`src/rtl/mips_multicycle_control_if.sv`:
```
// Control/status bundle between the multicycle MIPS controller (master) and its datapath (slave).
interface mips_multicycle_control_if #(
    parameter int unsigned CNT_W = 32
);
    logic [5:0]       opcode;
    logic [5:0]       funct;
    logic             alu_zero;
    logic             mem_ready;

    logic             mem_read;
    logic             mem_write;
    logic             i_or_d;
    logic             ir_write;
    logic             pc_write;
    logic             pc_write_cond;
    logic             reg_write;
    logic             reg_dst;
    logic             mem_to_reg;
    logic             alu_src_a;
    logic [1:0]       alu_src_b;
    logic [1:0]       pc_source;
    logic [3:0]       op_alu;
    logic [3:0]       state;
    logic             illegal_op;
    logic             mem_timeout;
    logic [CNT_W-1:0] retired;

    modport master (
        input  opcode, funct, alu_zero, mem_ready,
        output mem_read, mem_write, i_or_d, ir_write, pc_write, pc_write_cond, reg_write,
               reg_dst, mem_to_reg, alu_src_a, alu_src_b, pc_source, op_alu, state,
               illegal_op, mem_timeout, retired
    );

    modport slave (
        output opcode, funct, alu_zero, mem_ready,
        input  mem_read, mem_write, i_or_d, ir_write, pc_write, pc_write_cond, reg_write,
               reg_dst, mem_to_reg, alu_src_a, alu_src_b, pc_source, op_alu, state,
               illegal_op, mem_timeout, retired
    );
endinterface

```
`src/rtl/mips_multicycle_control.sv`:
```
// Multicycle MIPS control FSM with memory-wait timeout and retired-instruction counter.
// Optional jal/jr support is enabled by defining MULTICYCLE_JAL_JR_EN.
module mips_multicycle_control #(
    parameter int unsigned MEM_TIMEOUT = 16,
    parameter int unsigned CNT_W       = 32
) (
    input logic                        clock,
    input logic                        reset,
    mips_multicycle_control_if.master  bus
);
    typedef enum logic [3:0] {
        StFetch   = 4'd0,
        StDecode  = 4'd1,
        StMemAddr = 4'd2,
        StMemRd   = 4'd3,
        StMemWb   = 4'd4,
        StMemWr   = 4'd5,
        StRExec   = 4'd6,
        StRWb     = 4'd7,
        StBranch  = 4'd8,
        StJump    = 4'd9,
        StIExec   = 4'd10,
        StIWb     = 4'd11
    } state_e;

    typedef struct packed {
        logic       mem_read;
        logic       mem_write;
        logic       i_or_d;
        logic       ir_write;
        logic       pc_write;
        logic       pc_write_cond;
        logic       reg_write;
        logic       reg_dst;
        logic       mem_to_reg;
        logic       alu_src_a;
        logic [1:0] alu_src_b;
        logic [1:0] pc_source;
        logic [3:0] op_alu;
        logic       illegal_op;
        logic       mem_timeout;
    } ctl_t;

    localparam logic [5:0] OpRtype = 6'b000000;
    localparam logic [5:0] OpJ     = 6'b000010;
    localparam logic [5:0] OpBeq   = 6'b000100;
    localparam logic [5:0] OpBne   = 6'b000101;
    localparam logic [5:0] OpAddi  = 6'b001000;
    localparam logic [5:0] OpLw    = 6'b100011;
    localparam logic [5:0] OpSw    = 6'b101011;
`ifdef MULTICYCLE_JAL_JR_EN
    localparam logic [5:0] OpJal   = 6'b000011;
    localparam logic [5:0] FnJr    = 6'b001000;
`endif
    // Last wait cycle: a missing mem_ready here is the timeout, a present one still completes.
    localparam logic [7:0] WaitLast = 8'(MEM_TIMEOUT - 1);

    state_e           state_q, state_d;
    logic [7:0]       wait_q, wait_d;
    logic [CNT_W-1:0] retired_q;
    logic             retire;
    logic             mem_wait;
    ctl_t             ctl;

    always_comb begin
        state_d  = state_q;
        wait_d   = '0;
        retire   = 1'b0;
        mem_wait = 1'b0;
        ctl      = '0;
        unique case (state_q)
            StFetch: begin
                ctl.mem_read  = 1'b1;
                ctl.alu_src_b = 2'b01;
                if (bus.mem_ready) begin
                    ctl.ir_write = 1'b1;
                    ctl.pc_write = 1'b1;
                    state_d      = StDecode;
                end else begin
                    mem_wait = 1'b1;
                end
            end
            StDecode: begin
                ctl.alu_src_b = 2'b11;
                case (bus.opcode)
                    OpLw, OpSw:   state_d = StMemAddr;
                    OpRtype:      state_d = StRExec;
                    OpBeq, OpBne: state_d = StBranch;
                    OpAddi:       state_d = StIExec;
                    OpJ:          state_d = StJump;
`ifdef MULTICYCLE_JAL_JR_EN
                    OpJal:        state_d = StJump;
`endif
                    default: begin
                        ctl.illegal_op = 1'b1;
                        state_d        = StFetch;
                    end
                endcase
            end
            StMemAddr: begin
                ctl.alu_src_a = 1'b1;
                ctl.alu_src_b = 2'b10;
                state_d       = (bus.opcode == OpSw) ? StMemWr : StMemRd;
            end
            StMemRd: begin
                ctl.mem_read = 1'b1;
                ctl.i_or_d   = 1'b1;
                if (bus.mem_ready) state_d = StMemWb;
                else               mem_wait = 1'b1;
            end
            StMemWb: begin
                ctl.reg_write  = 1'b1;
                ctl.mem_to_reg = 1'b1;
                state_d        = StFetch;
                retire         = 1'b1;
            end
            StMemWr: begin
                ctl.mem_write = 1'b1;
                ctl.i_or_d    = 1'b1;
                if (bus.mem_ready) begin
                    state_d = StFetch;
                    retire  = 1'b1;
                end else begin
                    mem_wait = 1'b1;
                end
            end
            StRExec: begin
                ctl.alu_src_a = 1'b1;
                ctl.op_alu    = 4'b0010;
                state_d       = StRWb;
`ifdef MULTICYCLE_JAL_JR_EN
                if (bus.funct == FnJr) begin
                    ctl.pc_write  = 1'b1;
                    ctl.pc_source = 2'b11;
                    state_d       = StFetch;
                    retire        = 1'b1;
                end
`endif
            end
            StRWb: begin
                ctl.reg_write = 1'b1;
                ctl.reg_dst   = 1'b1;
                state_d       = StFetch;
                retire        = 1'b1;
            end
            StBranch: begin
                ctl.alu_src_a     = 1'b1;
                ctl.op_alu        = 4'b0001;
                ctl.pc_source     = 2'b01;
                // opcode[0] distinguishes bne from beq
                ctl.pc_write_cond = bus.opcode[0] ? ~bus.alu_zero : bus.alu_zero;
                state_d           = StFetch;
                retire            = 1'b1;
            end
            StJump: begin
                ctl.pc_write  = 1'b1;
                ctl.pc_source = 2'b10;
`ifdef MULTICYCLE_JAL_JR_EN
                ctl.reg_write = (bus.opcode == OpJal);
`endif
                state_d       = StFetch;
                retire        = 1'b1;
            end
            StIExec: begin
                ctl.alu_src_a = 1'b1;
                ctl.alu_src_b = 2'b10;
                state_d       = StIWb;
            end
            StIWb: begin
                ctl.reg_write = 1'b1;
                state_d       = StFetch;
                retire        = 1'b1;
            end
            default: state_d = StFetch;
        endcase

        if (mem_wait) begin
            if (wait_q >= WaitLast) begin
                ctl.mem_timeout = 1'b1;
                state_d         = StFetch;
            end else begin
                wait_d = wait_q + 8'd1;
            end
        end

        if (reset) ctl = '0;
    end

    always_ff @(posedge clock) begin
        if (reset) begin
            state_q   <= StFetch;
            wait_q    <= '0;
            retired_q <= '0;
        end else begin
            state_q <= state_d;
            wait_q  <= wait_d;
            if (retire) retired_q <= retired_q + CNT_W'(1);
        end
    end

    assign bus.mem_read      = ctl.mem_read;
    assign bus.mem_write     = ctl.mem_write;
    assign bus.i_or_d        = ctl.i_or_d;
    assign bus.ir_write      = ctl.ir_write;
    assign bus.pc_write      = ctl.pc_write;
    assign bus.pc_write_cond = ctl.pc_write_cond;
    assign bus.reg_write     = ctl.reg_write;
    assign bus.reg_dst       = ctl.reg_dst;
    assign bus.mem_to_reg    = ctl.mem_to_reg;
    assign bus.alu_src_a     = ctl.alu_src_a;
    assign bus.alu_src_b     = ctl.alu_src_b;
    assign bus.pc_source     = ctl.pc_source;
    assign bus.op_alu        = ctl.op_alu;
    assign bus.illegal_op    = ctl.illegal_op;
    assign bus.mem_timeout   = ctl.mem_timeout;
    assign bus.state         = state_q;
    assign bus.retired       = retired_q;
endmodule

```
`src/flat_wrapper.sv`:
```
// flat-port wrapper written by rule: the top's interface ports become plain ports
module mips_multicycle_control_flat 
#(
    parameter int unsigned MEM_TIMEOUT = 16,
    parameter int unsigned CNT_W       = 32
)
  (clock, reset, bus_opcode, bus_funct, bus_alu_zero, bus_mem_ready, bus_mem_read, bus_mem_write, bus_i_or_d, bus_ir_write, bus_pc_write, bus_pc_write_cond, bus_reg_write, bus_reg_dst, bus_mem_to_reg, bus_alu_src_a, bus_alu_src_b, bus_pc_source, bus_op_alu, bus_state, bus_illegal_op, bus_mem_timeout, bus_retired);
  mips_multicycle_control_if #(.CNT_W(CNT_W)) bus_i ();
  input logic clock;
  input logic reset;
  input wire logic [$bits(bus_i.opcode)-1:0] bus_opcode;
  input wire logic [$bits(bus_i.funct)-1:0] bus_funct;
  input wire logic [$bits(bus_i.alu_zero)-1:0] bus_alu_zero;
  input wire logic [$bits(bus_i.mem_ready)-1:0] bus_mem_ready;
  output wire logic [$bits(bus_i.mem_read)-1:0] bus_mem_read;
  output wire logic [$bits(bus_i.mem_write)-1:0] bus_mem_write;
  output wire logic [$bits(bus_i.i_or_d)-1:0] bus_i_or_d;
  output wire logic [$bits(bus_i.ir_write)-1:0] bus_ir_write;
  output wire logic [$bits(bus_i.pc_write)-1:0] bus_pc_write;
  output wire logic [$bits(bus_i.pc_write_cond)-1:0] bus_pc_write_cond;
  output wire logic [$bits(bus_i.reg_write)-1:0] bus_reg_write;
  output wire logic [$bits(bus_i.reg_dst)-1:0] bus_reg_dst;
  output wire logic [$bits(bus_i.mem_to_reg)-1:0] bus_mem_to_reg;
  output wire logic [$bits(bus_i.alu_src_a)-1:0] bus_alu_src_a;
  output wire logic [$bits(bus_i.alu_src_b)-1:0] bus_alu_src_b;
  output wire logic [$bits(bus_i.pc_source)-1:0] bus_pc_source;
  output wire logic [$bits(bus_i.op_alu)-1:0] bus_op_alu;
  output wire logic [$bits(bus_i.state)-1:0] bus_state;
  output wire logic [$bits(bus_i.illegal_op)-1:0] bus_illegal_op;
  output wire logic [$bits(bus_i.mem_timeout)-1:0] bus_mem_timeout;
  output wire logic [$bits(bus_i.retired)-1:0] bus_retired;
  assign bus_i.opcode = bus_opcode;
  assign bus_i.funct = bus_funct;
  assign bus_i.alu_zero = bus_alu_zero;
  assign bus_i.mem_ready = bus_mem_ready;
  assign bus_mem_read = bus_i.mem_read;
  assign bus_mem_write = bus_i.mem_write;
  assign bus_i_or_d = bus_i.i_or_d;
  assign bus_ir_write = bus_i.ir_write;
  assign bus_pc_write = bus_i.pc_write;
  assign bus_pc_write_cond = bus_i.pc_write_cond;
  assign bus_reg_write = bus_i.reg_write;
  assign bus_reg_dst = bus_i.reg_dst;
  assign bus_mem_to_reg = bus_i.mem_to_reg;
  assign bus_alu_src_a = bus_i.alu_src_a;
  assign bus_alu_src_b = bus_i.alu_src_b;
  assign bus_pc_source = bus_i.pc_source;
  assign bus_op_alu = bus_i.op_alu;
  assign bus_state = bus_i.state;
  assign bus_illegal_op = bus_i.illegal_op;
  assign bus_mem_timeout = bus_i.mem_timeout;
  assign bus_retired = bus_i.retired;
  mips_multicycle_control #(.MEM_TIMEOUT(MEM_TIMEOUT), .CNT_W(CNT_W)) u_core (.clock(clock), .reset(reset), .bus(bus_i));
endmodule
```
`config.mk`:
```
export PLATFORM = sky130hd
export DESIGN_NAME = mips_multicycle_control_flat
export DESIGN_NICKNAME = d
export VERILOG_FILES = /design/src/rtl/mips_multicycle_control_if.sv /design/src/rtl/mips_multicycle_control.sv /design/src/flat_wrapper.sv
export SDC_FILE = /design/constraint.sdc
export NUM_CORES = 1
export LEC_CHECK = 0
export ABC_AREA = 1
export CAP_MARGIN = 20
export CORE_UTILIZATION = 50
export DETAILED_ROUTE_END_ITERATION = 16
export MAX_ROUTING_LAYER = met4
export PLACE_DENSITY_LB_ADDON = 0.2
export SLEW_MARGIN = 20
export SYNTH_ARGS = -nofsm -noshare
export SYNTH_HDL_FRONTEND = slang
export SYNTH_SLANG_ARGS = --single-unit
```
`constraint.sdc`:
```
create_clock -name clock -period 1.9 [get_ports clock]
set_input_delay 0.38 -clock clock [delete_from_list [all_inputs] [get_ports clock]]
set_output_delay 0.38 -clock clock [all_outputs]
set_load 0.02 [all_outputs]
```
==> results of run 1 <==
-- logic make-up (layout without fill, tap and decap cells) --
logic type	Yosys count	after routing	synth area share, %
adder cells (fa/ha/maj)	2	2	0.873
AND/OR/NAND/NOR	315	315	46.9
flip-flops	44	44	30.7
XOR/XNOR	10	10	3.06
other	1	6	0.131
AO/OA/AOI/OAI	44	44	8.03
buffers and inverters	63	171	10.3
-- per-layer routing --
metal / up-vias / part of all wire [%] / track usage [%]
met5: - / 0 / -
met3: 24 / 5.0 / 4.47
met4: 0 / 2.2 / 10.8
li1: 1713 / - / -
met1: 1543 / 43 / 33.3
met2: 110 / 50 / 47.3
-- final timing paths --
path,start,endpoint,cells past startpoint,slack [ns]
min reg2reg,u_core.bus.retired[31],u_core.bus.retired[31],2,0.50
min,u_core.bus.retired[31],u_core.bus.retired[31],2,0.50
max,u_core.bus.state[0],bus_mem_timeout,9,-0.04
max reg2reg,u_core.bus.retired[14],u_core.bus.retired[29],8,0.17
-- worst max-delay path, cell delays in order, from the launching register on --
cell                      delay (ns)
sky130_fd_sc_hd__dfxtp_4        0.39
sky130_fd_sc_hd__inv_4          0.04
sky130_fd_sc_hd__nor2_4         0.14
sky130_fd_sc_hd__nand2_2        0.07
sky130_fd_sc_hd__inv_2          0.06
sky130_fd_sc_hd__nor2_2         0.04
sky130_fd_sc_hd__a21oi_2        0.15
sky130_fd_sc_hd__nand2_1        0.09
sky130_fd_sc_hd__nor2_1         0.12
sky130_fd_sc_hd__buf_4          0.15
-- through the flow --
stage	hold WS (ns)	power, uW
floorplan	0.418	1030
detailed placement	0.490	1110
finish	0.504	1880
CTS	0.505	1870
global route	0.541	1930
global placement	0.489	1110
-- state kept, by name (all words and copies together), names as in the netlist --
signal	cells
u_core.bus.retired	32
u_core.bus.state	4
u_core.wait_q	8
-- cell type report --
class	count	area, um2
Sequential cell	44	893
Inverter	50	190
Fill cell	467	1500
Tap cell	72	90.1
Clock inverter	2	38.8
Timing Repair Buffer	113	956
Clock buffer	6	82.6
Multi-Input combinational cell	377	1760
-- power by group through the flow --
stage | Clock [uW] | Sequential, uW | Combinational (uW)
floorplan | 0 | 954 | 74.8
global placement | 0 | 953 | 157
detailed placement | 0 | 953 | 160
CTS | 786 | 930 | 157
global route | 822 | 929 | 178
finish | 785 | 928 | 165
-- timing repair --
action                     in CTS  in global routing
pin swaps                       3                 11
resized for setup              87                 27
setup buffers                   0                  4
hold buffers                    0                  0
setup endpoints to repair      19                 15
-- cell usage in the layout (no fill, tap or decap), types with 4 or more instances in the layout --
master / synthesis / final
sky130_fd_sc_hd__xor2_1: 7 / 7
sky130_fd_sc_hd__nor2_2: 8 / 11
sky130_fd_sc_hd__inv_2: 4 / 7
sky130_fd_sc_hd__dlymetal6s2s_1: 0 / 4
sky130_fd_sc_hd__o21ai_0: 11 / 9
sky130_fd_sc_hd__nand4_1: 8 / 8
sky130_fd_sc_hd__nor2_1: 90 / 86
sky130_fd_sc_hd__nand3_1: 26 / 25
sky130_fd_sc_hd__conb_1: 1 / 6
sky130_fd_sc_hd__dfxtp_1: 44 / 40
sky130_fd_sc_hd__nand2_2: 3 / 6
sky130_fd_sc_hd__clkdlybuf4s50_1: 0 / 39
sky130_fd_sc_hd__nand3_2: 4 / 5
sky130_fd_sc_hd__a21oi_1: 28 / 27
sky130_fd_sc_hd__nand2_1: 164 / 161
sky130_fd_sc_hd__clkbuf_8: 0 / 6
sky130_fd_sc_hd__buf_2: 0 / 10
sky130_fd_sc_hd__buf_4: 3 / 55
sky130_fd_sc_hd__nor3_1: 5 / 4
sky130_fd_sc_hd__inv_1: 46 / 42
==> impl_summary.txt, run 1 <==
----------------------------------------------------
[Outcome]
  Status ... finished with violations
  Violations in the final reports ... setup timing

[STA]
  RSZ-0062 raised after global routing ... yes
  Fin Clk Skew ... 0.0134 ns
  Minimum clock period ... 1.94 ns
  Period utilisation layout ... 102%
  Final Max Slew Viols ... 0
  Number of endpoints failing setup at the final stage ... 1
  FMAX ... 515 MHz
  Smallest setup slack after layout ... -0.0404 ns
  Number of failing hold endpoints at the final stage ... 0
  Fin Setup TNS ... -0.0404 ns

[Yosys]
  Number of warnings printed during yosys synthesis ... 0
  Fraction of synthesized cell area taken by the top area cell type ... 30.7%
  Cell area after synthesis ... 2870 um2
  Most common cell in the synthesized netlist ... sky130_fd_sc_hd__nand2_1
  Post-synthesis cell type with the largest combined area ... sky130_fd_sc_hd__dfxtp_1
  Sequential-to-total area share from yosys stat ... 30.7%
  Ranking of synthesized cells by area ... sky130_fd_sc_hd__dfxtp_1 31%, sky130_fd_sc_hd__nand2_1 21%, sky130_fd_sc_hd__nor2_1 12%
  Number of flops mapped to enable cells by yosys ... 0
  Post-synthesis sequential element count ... 44
  Most used flip-flop cell after synthesis ... sky130_fd_sc_hd__dfxtp_1
  Top post-synthesis cells by count ... 164 x sky130_fd_sc_hd__nand2_1, 90 x sky130_fd_sc_hd__nor2_1, 46 x sky130_fd_sc_hd__inv_1, 44 x sky130_fd_sc_hd__dfxtp_1, 28 x sky130_fd_sc_hd__a21oi_1
  Average cell area after synthesis ... 5.98 um2
  Cells after synthesis ... 479
  FFs w/ async S/R, synth ... 0%
  Distinct cell type count after synthesis ... 31

[Power and ir drop]
  Switching power ... 450 uW
  Seq pwr share ... 49.4%
  Total power divided by cell area ... 468 nW/um2
  Clock group share of total power ... 41.8%
  Fraction of power spent switching nets ... 24.0%
  Maximum vdd ir drop ... 0.435 mV
  Combinational share of power ... 8.8%
  Leakage power total ... 0.00165 uW
  Internal portion of total power ... 1430 uW

[Min path]
  Class of the worst hold path ... flop to flop

[Floorplanning]
  Chip height ... 77.7 um
  Die width ... 77.7 um
  Row count ... 27
  Count of boundary I/O pins ... 72
  Core area ... 5510 um2
  Die Footprint ... 6040 um2
  Starting density of the core ... 52.0%

[Critical path]
  Critical path start-end classification ... flop to output port
  Crit end category ... output port
  Largest fanout of any net on the critical path ... 4
  Required arrival time at the worst endpoint ... 1.52 ns
  Data arrival time of the critical path ... 1.56 ns
  Critical Path Source Type ... flop

[Clocking]
  Max Buffers Root-to-Sink ... 2
  Post-CTS clock slew at the launch and capture registers of the worst setup and hold paths ... 0.09 ns
  Worst-Skew Late Latency ... 0.31 ns
  Number of sinks handled by clock tree synthesis ... 44
  TritonCTS clock tree ... done
  H-tree lvl count ... 2
  TritonCTS Buffers ... 5
  CTS Root Buffer Type ... sky130_fd_sc_hd__clkbuf_8

[Finish]
  Share of layout cells above drive strength 1 ... 20.3%
  Diode count ... 0
  Share of the core filled with cells ... 72.8%
  Final net count ... 609
  Layout overhead on the synthesized area ... 40.0%
  Final standard cell area without fillers ... 4010 um2
  Non-filler instance count after layout ... 664

[Global routing]
  All-layer global routing usage ... 28.0%
  Antenna violations before repair ... 0
  GR Overflow Total ... 0
  Wire length of the first global-routing pass ... 13200 um
  Maximum number of pins on one net before global-route repair ... 25
  Vias in the first global route ... 3045

[Drt]
  Initial drt markers ... 213
  Via count ... 3390
  Number of detailed-route iterations in the first pass ... 5
  ANT nets after route ... 0
  Final routed wirelength across all metal layers ... 8180 um
  Via/cell ratio ... 5.11
  Average wire length per cell after detail routing ... 12.3 um
  Number of remaining DRC errors ... 0

[Placed design]
  HPWL after detailed placement ... 6050 um
  Routability congestion estimate from global placement ... 0.908
  Worst Setup Slack post-DPL ... -0.605 ns
  Cell Count Post-Placement ... 652
  Port Buf Inserts ... 63
  Placement-stage cell area ... 3860 um2

[Run]
  Max-capacitance violation count ... 0

----------------------------------------------------
Note: power is estimated with default switching activity, not from simulation.
==> run 2, diff against run 1 <==
--- a/config.mk
+++ b/config.mk
@@ -7,7 +7,7 @@
 export LEC_CHECK = 0
 export ABC_AREA = 1
 export CAP_MARGIN = 20
-export CORE_UTILIZATION = 50
+export CORE_UTILIZATION = 30
 export DETAILED_ROUTE_END_ITERATION = 16
 export MAX_ROUTING_LAYER = met4
 export PLACE_DENSITY_LB_ADDON = 0.2
==> run 2 against run 1 <==
The flow now finishes without violations. First-iteration DRC count shrank 34%. Register-to-register slack gained 0.06 ns. Sequential share of layout area down 0.30 points. Largest power group unchanged. Highest routed layer unchanged.
==> impl_summary.txt, run 2 (synthesis gave the netlist of run 1 again) <==
----------------------------------------------------
[Critical path]
  Cells along the critical path ... clkdlybuf4s50_1, buf_4, a221oi_1, buf_2
  Worst setup path endpoint ... bus_reg_write
  Crit end category ... output port
  Origin of the critical flop-to-flop path ... u_core.bus.retired[1]
  Cell count along the critical path ... 4 (-5)
  Slack of the worst reg-to-reg path ... 0.23 ns (+0.06 ns)
  Critical register-to-register path endpoint ... u_core.bus.retired[22]
  Largest fanout of any net on the critical path ... 17 (+13)
  Total buffers and inverters traversed by the critical path ... 3 (unchanged)
  Logic depth of the worst register-to-register path ... 8 (unchanged)
  Critical Path Slowest Stage Cell ... sky130_fd_sc_hd__clkdlybuf4s50_1
  Data arrival time of the critical path ... 1.49 ns (-0.07 ns)
  Largest incremental delay on the critical path ... 0.46 ns (+0.07 ns)
  CP startpoint ... reset
  Required arrival time at the worst endpoint ... 1.52 ns (about the same)
  Largest delay share family, worst path ... buffers and inverters
  Critical path start-end classification ... input pin to output port
  Critical Path Source Type ... input pin

[Finish]
  Number of flip-flops under the largest register name ... 32 (unchanged)
  Commonest non-fill, non-tap cell in the layout ... sky130_fd_sc_hd__nand2_1
  Leading cell types in the layout, fill and taps excluded ... 160 x sky130_fd_sc_hd__nand2_1, 87 x sky130_fd_sc_hd__nor2_1, 53 x sky130_fd_sc_hd__buf_4
  Diode count ... 0 (unchanged)
  Final standard cell area without fillers ... 4050 um2 (+1.1%)
  Final net count ... 606 (-0.49%)
  Non-filler instance count after layout ... 718 (+8.1%)
  Layout overhead on the synthesized area ... 41.4%
  Share of layout cells above drive strength 1 ... 19.7% (-0.58 points)

[Global routing]
  Maximum number of pins on one net before global-route repair ... 20 (-20%)
  GR Overflow Total ... 0 (unchanged)
  Antenna violations before repair ... 0 (unchanged)
  Wire length of the first global-routing pass ... 13900 um (+5.0%)
  All-layer global routing usage ... 17.9% (-10 points)
  Vias in the first global route ... 3079 (+1.1%)

[Drt]
  Number of detailed-route iterations in the first pass ... 5 (unchanged)
  Initial drt markers ... 141 (-34%)
  ANT nets after route ... 0 (unchanged)
  Average wire length per cell after detail routing ... 11.7 um (-5.4%)
  Via/cell ratio ... 4.52 (-11%)
  Number of remaining DRC errors ... 0 (unchanged)
  Via count ... 3245 (-4.3%)
  Final routed wirelength across all metal layers ... 8370 um (+2.3%)

[Floorplanning]
  Die Footprint ... 9950 um2 (+65%)
  Count of boundary I/O pins ... 72 (unchanged)
  Die width ... 99.7 um (+28%)
  Chip height ... 99.7 um (+28%)
  Row count ... 35 (+30%)
  Starting density of the core ... 31.0% (-21 points)
  Core area ... 9240 um2 (+68%)

[STA]
  Smallest setup slack after layout ... 0.0333 ns (+0.0737 ns)
  Period utilisation layout ... 98.2% (-3.9 points)
  FMAX ... 536 MHz (+3.9%)
  Fin Clk Skew ... 0.0100 ns (-0.00340 ns)
  Number of endpoints failing setup at the final stage ... 0 (-1)
  Minimum clock period ... 1.87 ns (-0.0737 ns)
  RSZ-0062 raised after global routing ... yes
  Final Max Slew Viols ... 0 (unchanged)
  Number of failing hold endpoints at the final stage ... 0 (unchanged)

[Clocking]
  Post-cts hold buffer count ... 0 (unchanged)
  Worst-Skew Late Latency ... 0.30 ns (about the same)
  H-tree lvl count ... 2 (unchanged)
  CTS Root Buffer Type ... sky130_fd_sc_hd__clkbuf_8
  TritonCTS Buffers ... 5 (unchanged)
  TritonCTS clock tree ... done
  Post-CTS clock slew at the launch and capture registers of the worst setup and hold paths ... 0.09 ns (about the same)
  Number of sinks handled by clock tree synthesis ... 44 (unchanged)
  Max Buffers Root-to-Sink ... 2 (unchanged)

[Placed design]
  HPWL after detailed placement ... 6620 um (+9.3%)
  Port Buf Inserts ... 63 (unchanged)
  Cell Count Post-Placement ... 708 (+8.6%)
  Routability congestion estimate from global placement ... 0.877 (-3.5%)
  Placement-stage cell area ... 3930 um2 (+1.7%)
  Worst Setup Slack post-DPL ... -0.589 ns (+0.0151 ns)

[Run]
  Max-capacitance violation count ... 0 (unchanged)

[Power and ir drop]
  Leakage power total ... 0.00165 uW (-0.11%)
  Maximum vdd ir drop ... 0.260 mV (-40%)
  Total power divided by cell area ... 448 nW/um2 (-4.3%)

[Outcome]
  Status ... finished, final reports clean

[Min path]
  Class of the worst hold path ... flop to flop
  Cell count of the worst hold path ... 2 (unchanged)

----------------------------------------------------
## run 2: worst min-delay path by stage
| stage | startpoint | to |
|---|---|---|
| after floorplan | u_core.wait_q[0] | u_core.wait_q[0] |
| after global placement | u_core.bus.retired[31] | u_core.bus.retired[31] |
| final | u_core.bus.retired[31] | u_core.bus.retired[31] |
| after CTS | u_core.bus.retired[31] | u_core.bus.retired[31] |
| after global routing | u_core.bus.retired[31] | u_core.bus.retired[31] |
| after detailed placement | u_core.bus.retired[31] | u_core.bus.retired[31] |
## run 2: worst min-delay path, delay by kind of cell (launching register included)
family,cells,cell delay [ns]
AO/OA/AOI/OAI,1,0.06
flip-flops,1,0.34
AND/OR/NAND/NOR,1,0.07
## run 2: metal layers
metal  vias to the layer above  part of all wire (%)  routed length [um]  GRT usage [%]
li1                       1707                     -                   -              -
met2                        83                    48                4040           31.2
met4                         0                   2.3                 194           5.54
met1                      1439                    46                3830           21.3
met5                         -                     0                   0              -
met3                        16                   3.6                 304           2.60
## run 2: cell type report
cell class	instances	area (um2)
Fill cell	1017	5190
Clock buffer	6	72.6
Inverter	50	190
Multi-Input combinational cell	377	1770
Timing Repair Buffer	110	935
Tap cell	129	161
Sequential cell	44	891
Clock inverter	2	35.0
## run 2: stage by stage
stage / hold slack, ns / utilization [%] / TNS (ns) / total power, uW
after CTS: 0.517 / 43.2 / -0.0537 / 1830
after floorplan: 0.418 / - / 0 / 1030
after global placement: 0.485 / 42.5 / -5.74 / 1110
final: 0.513 / 43.9 / 0 / 1820
after detailed placement: 0.499 / 42.5 / -5.80 / 1110
after global routing: 0.540 / 43.9 / -0.122 / 1900
## run 2: what timing repair did
item,CTS,global route
buffers inserted,0,2
pin swaps,1,4
setup endpoints to repair,18,16
resized for setup,85,32
## run 2: power breakdown
group	internal, uW	leakage, uW	switching, uW	total, uW
clock	391	0.0000552	332	723
sequential	926	0.000358	3.64	929
combinational	73.3	0.00123	90.9	164
==> run 3, diff against run 2 <==
--- a/config.mk
+++ b/config.mk
@@ -9,7 +9,6 @@
 export CAP_MARGIN = 20
 export CORE_UTILIZATION = 30
 export DETAILED_ROUTE_END_ITERATION = 16
-export MAX_ROUTING_LAYER = met4
 export PLACE_DENSITY_LB_ADDON = 0.2
 export SLEW_MARGIN = 20
 export SYNTH_ARGS = -nofsm -noshare
==> run 3 against run 2 <==
Count of clock-buffer cells in the layout unchanged. Combinational power hardly changed. Maximum frequency about the same. First-iteration DRC count down 3.5%. Worst setup slack about the same. Critical path depth stayed put. Cell count is the same. Final area unchanged. Hold slack is the same. Global-route usage decreased by 0.52 points. Sequential power hardly changed.
==> impl_summary.txt, run 3 (synthesis gave the netlist of run 1 again) <==
----------------------------------------------------
[Clocking]
  TritonCTS Buffers ... 5 (unchanged)
  TritonCTS clock tree ... done
  Worst-Skew Late Latency ... 0.30 ns (about the same)
  Post-CTS clock slew at the launch and capture registers of the worst setup and hold paths ... 0.09 ns (about the same)
  CTS Root Buffer Type ... sky130_fd_sc_hd__clkbuf_8
  Number of sinks handled by clock tree synthesis ... 44 (unchanged)
  H-tree lvl count ... 2 (unchanged)
  Max Buffers Root-to-Sink ... 2 (unchanged)

[Power and ir drop]
  Combinational share of power ... 9.0% (about the same)
  Clock group share of total power ... 39.8% (about the same)
  Power, Total ... 1820 uW (about the same)
  Switching power ... 427 uW (+0.12%)
  Seq pwr share ... 51.1% (about the same)
  Maximum vdd ir drop ... 0.260 mV (about the same)
  Total power divided by cell area ... 448 nW/um2 (about the same)
  Fraction of power spent switching nets ... 23.5% (about the same)
  Internal portion of total power ... 1390 uW (about the same)
  Leakage power total ... 0.00165 uW (unchanged)

[Global routing]
  Maximum number of pins on one net before global-route repair ... 20 (unchanged)
  Antenna violations before repair ... 0 (unchanged)
  Wire length of the first global-routing pass ... 13900 um (about the same)
  GR Overflow Total ... 0 (unchanged)
  Vias in the first global route ... 3077 (-0.065%)
  All-layer global routing usage ... 17.4% (-0.52 points)

[Floorplanning]
  Die width ... 99.7 um (unchanged)
  Count of boundary I/O pins ... 72 (unchanged)
  Chip height ... 99.7 um (unchanged)
  Row count ... 35 (unchanged)
  Starting density of the core ... 31.0% (unchanged)
  Die Footprint ... 9950 um2 (unchanged)
  Core area ... 9240 um2 (unchanged)

[Finish]
  Share of the core filled with cells ... 43.9% (unchanged)
  Diode count ... 0 (unchanged)
  Final net count ... 606 (unchanged)
  Leading cell types in the layout, fill and taps excluded ... 160 x sky130_fd_sc_hd__nand2_1, 87 x sky130_fd_sc_hd__nor2_1, 53 x sky130_fd_sc_hd__buf_4
  Non-filler instance count after layout ... 718 (unchanged)
  Number of fillers in the final layout ... 1017 (unchanged)
  Number of flip-flops under the largest register name ... 32 (unchanged)
  Layout overhead on the synthesized area ... 41.4% (unchanged)
  Commonest non-fill, non-tap cell in the layout ... sky130_fd_sc_hd__nand2_1
  Share of layout cells above drive strength 1 ... 19.7% (unchanged)

[STA]
  Fin Clk Skew ... 0.00969 ns (-0.000344 ns)
  Period utilisation layout ... 98.2% (about the same)
  Fin Setup TNS ... 0 ns (unchanged)
  Final Max Slew Viols ... 0 (unchanged)
  Number of endpoints failing setup at the final stage ... 0 (unchanged)
  Minimum clock period ... 1.87 ns (-0.000440 ns)
  FMAX ... 536 MHz (about the same)
  RSZ-0062 raised after global routing ... yes
  Number of failing hold endpoints at the final stage ... 0 (unchanged)

[Drt]
  Number of remaining DRC errors ... 0 (unchanged)
  Via/cell ratio ... 4.50 (-0.37%)
  Final routed wirelength across all metal layers ... 8380 um (+0.16%)
  Average wire length per cell after detail routing ... 11.7 um (+0.16%)
  ANT nets after route ... 0 (unchanged)
  Number of detailed-route iterations in the first pass ... 6 (+1)
  Via count ... 3233 (-0.37%)
  Initial drt markers ... 136 (-3.5%)

[Run]
  Max-capacitance violation count ... 0 (unchanged)

[Min path]
  Class of the worst hold path ... flop to flop
  Launch point of the worst hold path ... u_core.bus.retired[31]

[Critical path]
  Crit end category ... output port
  Critical Path Source Type ... input pin
  Largest fanout of any net on the critical path ... 17 (unchanged)
  Origin of the critical flop-to-flop path ... u_core.bus.retired[1]
  CP startpoint ... reset
  Required arrival time at the worst endpoint ... 1.52 ns (about the same)
  Critical path start-end classification ... input pin to output port
  Data arrival time of the critical path ... 1.49 ns (about the same)

[Placed design]
  Port Buf Inserts ... 63 (unchanged)
  Routability congestion estimate from global placement ... 0.863 (-1.6%)
  Cell Count Post-Placement ... 708 (unchanged)
  HPWL after detailed placement ... 6620 um (unchanged)

[Outcome]
  Status ... finished, final reports clean

----------------------------------------------------
[run 3: cell counts in the layout (fill, tap and decap cells not counted)]
No cell type changed its count.
[run 3: final timing paths]
| kind | to | slack (ns) | depth (start not counted) |
|---|---|---|---|
| max | bus_reg_write | 0.03 | 4 |
| min | u_core.bus.retired[31] | 0.51 | 2 |
| max reg2reg | u_core.bus.retired[22] | 0.23 | 8 |
| min reg2reg | u_core.bus.retired[31] | 0.51 | 2 |
[run 3: routing by layer]
metal | GRT usage (%) | up-vias | share of wire [%]
li1 | - | 1707 | -
met5 | 0 | - | 0
met3 | 3.23 | 12 | 4.4
met4 | 5.54 | 0 | 2.2
met1 | 21.0 | 1433 | 45
met2 | 31.1 | 81 | 48
[run 3: cell type report]
type / instances / area [um2] / share of cell area, %
clock buffer: 6 / 72.6 / 1.79
clock inverter: 2 / 35.0 / 0.864
inverter: 50 / 190 / 4.69
multi-input combinational: 377 / 1770 / 43.6
sequential: 44 / 891 / 22.0
tap: 129 / 161 / 3.98
timing repair buffer: 110 / 935 / 23.1
[run 3: power by group through the flow]
stage | Combinational (uW) | Clock [uW] | Sequential, uW
6_report | 164 | 724 | 929
2_1_floorplan | 74.8 | 0 | 954
5_1_grt | 179 | 786 | 931
3_3_place_gp | 159 | 0 | 953
3_5_place_dp | 160 | 0 | 953
4_1_cts | 155 | 746 | 931
[run 3: what timing repair did]
action                     in CTS  in global routing
resized for setup              85                 32
hold buffers                    0                  0
setup endpoints to repair      18                 16
buffers inserted                0                  2
pin swaps                       1                  4
[run 3: metrics by stage]
step | setup WS [ns] | hold slack (ns) | cell area, um2
after floorplan | 0.0422 | 0.418 | 2890
after global placement | -0.543 | 0.485 | 3930
after detailed placement | -0.589 | 0.499 | 3930
after CTS | -0.0537 | 0.517 | 4000
after global routing | -0.0773 | 0.540 | 4050
final | 0.0337 | 0.513 | 4050
[run 3: critical path, stage by stage]
cell                              delay, ns
sky130_fd_sc_hd__clkdlybuf4s50_1       0.46
sky130_fd_sc_hd__buf_4                 0.22
sky130_fd_sc_hd__a221oi_1              0.21
sky130_fd_sc_hd__buf_2                 0.21
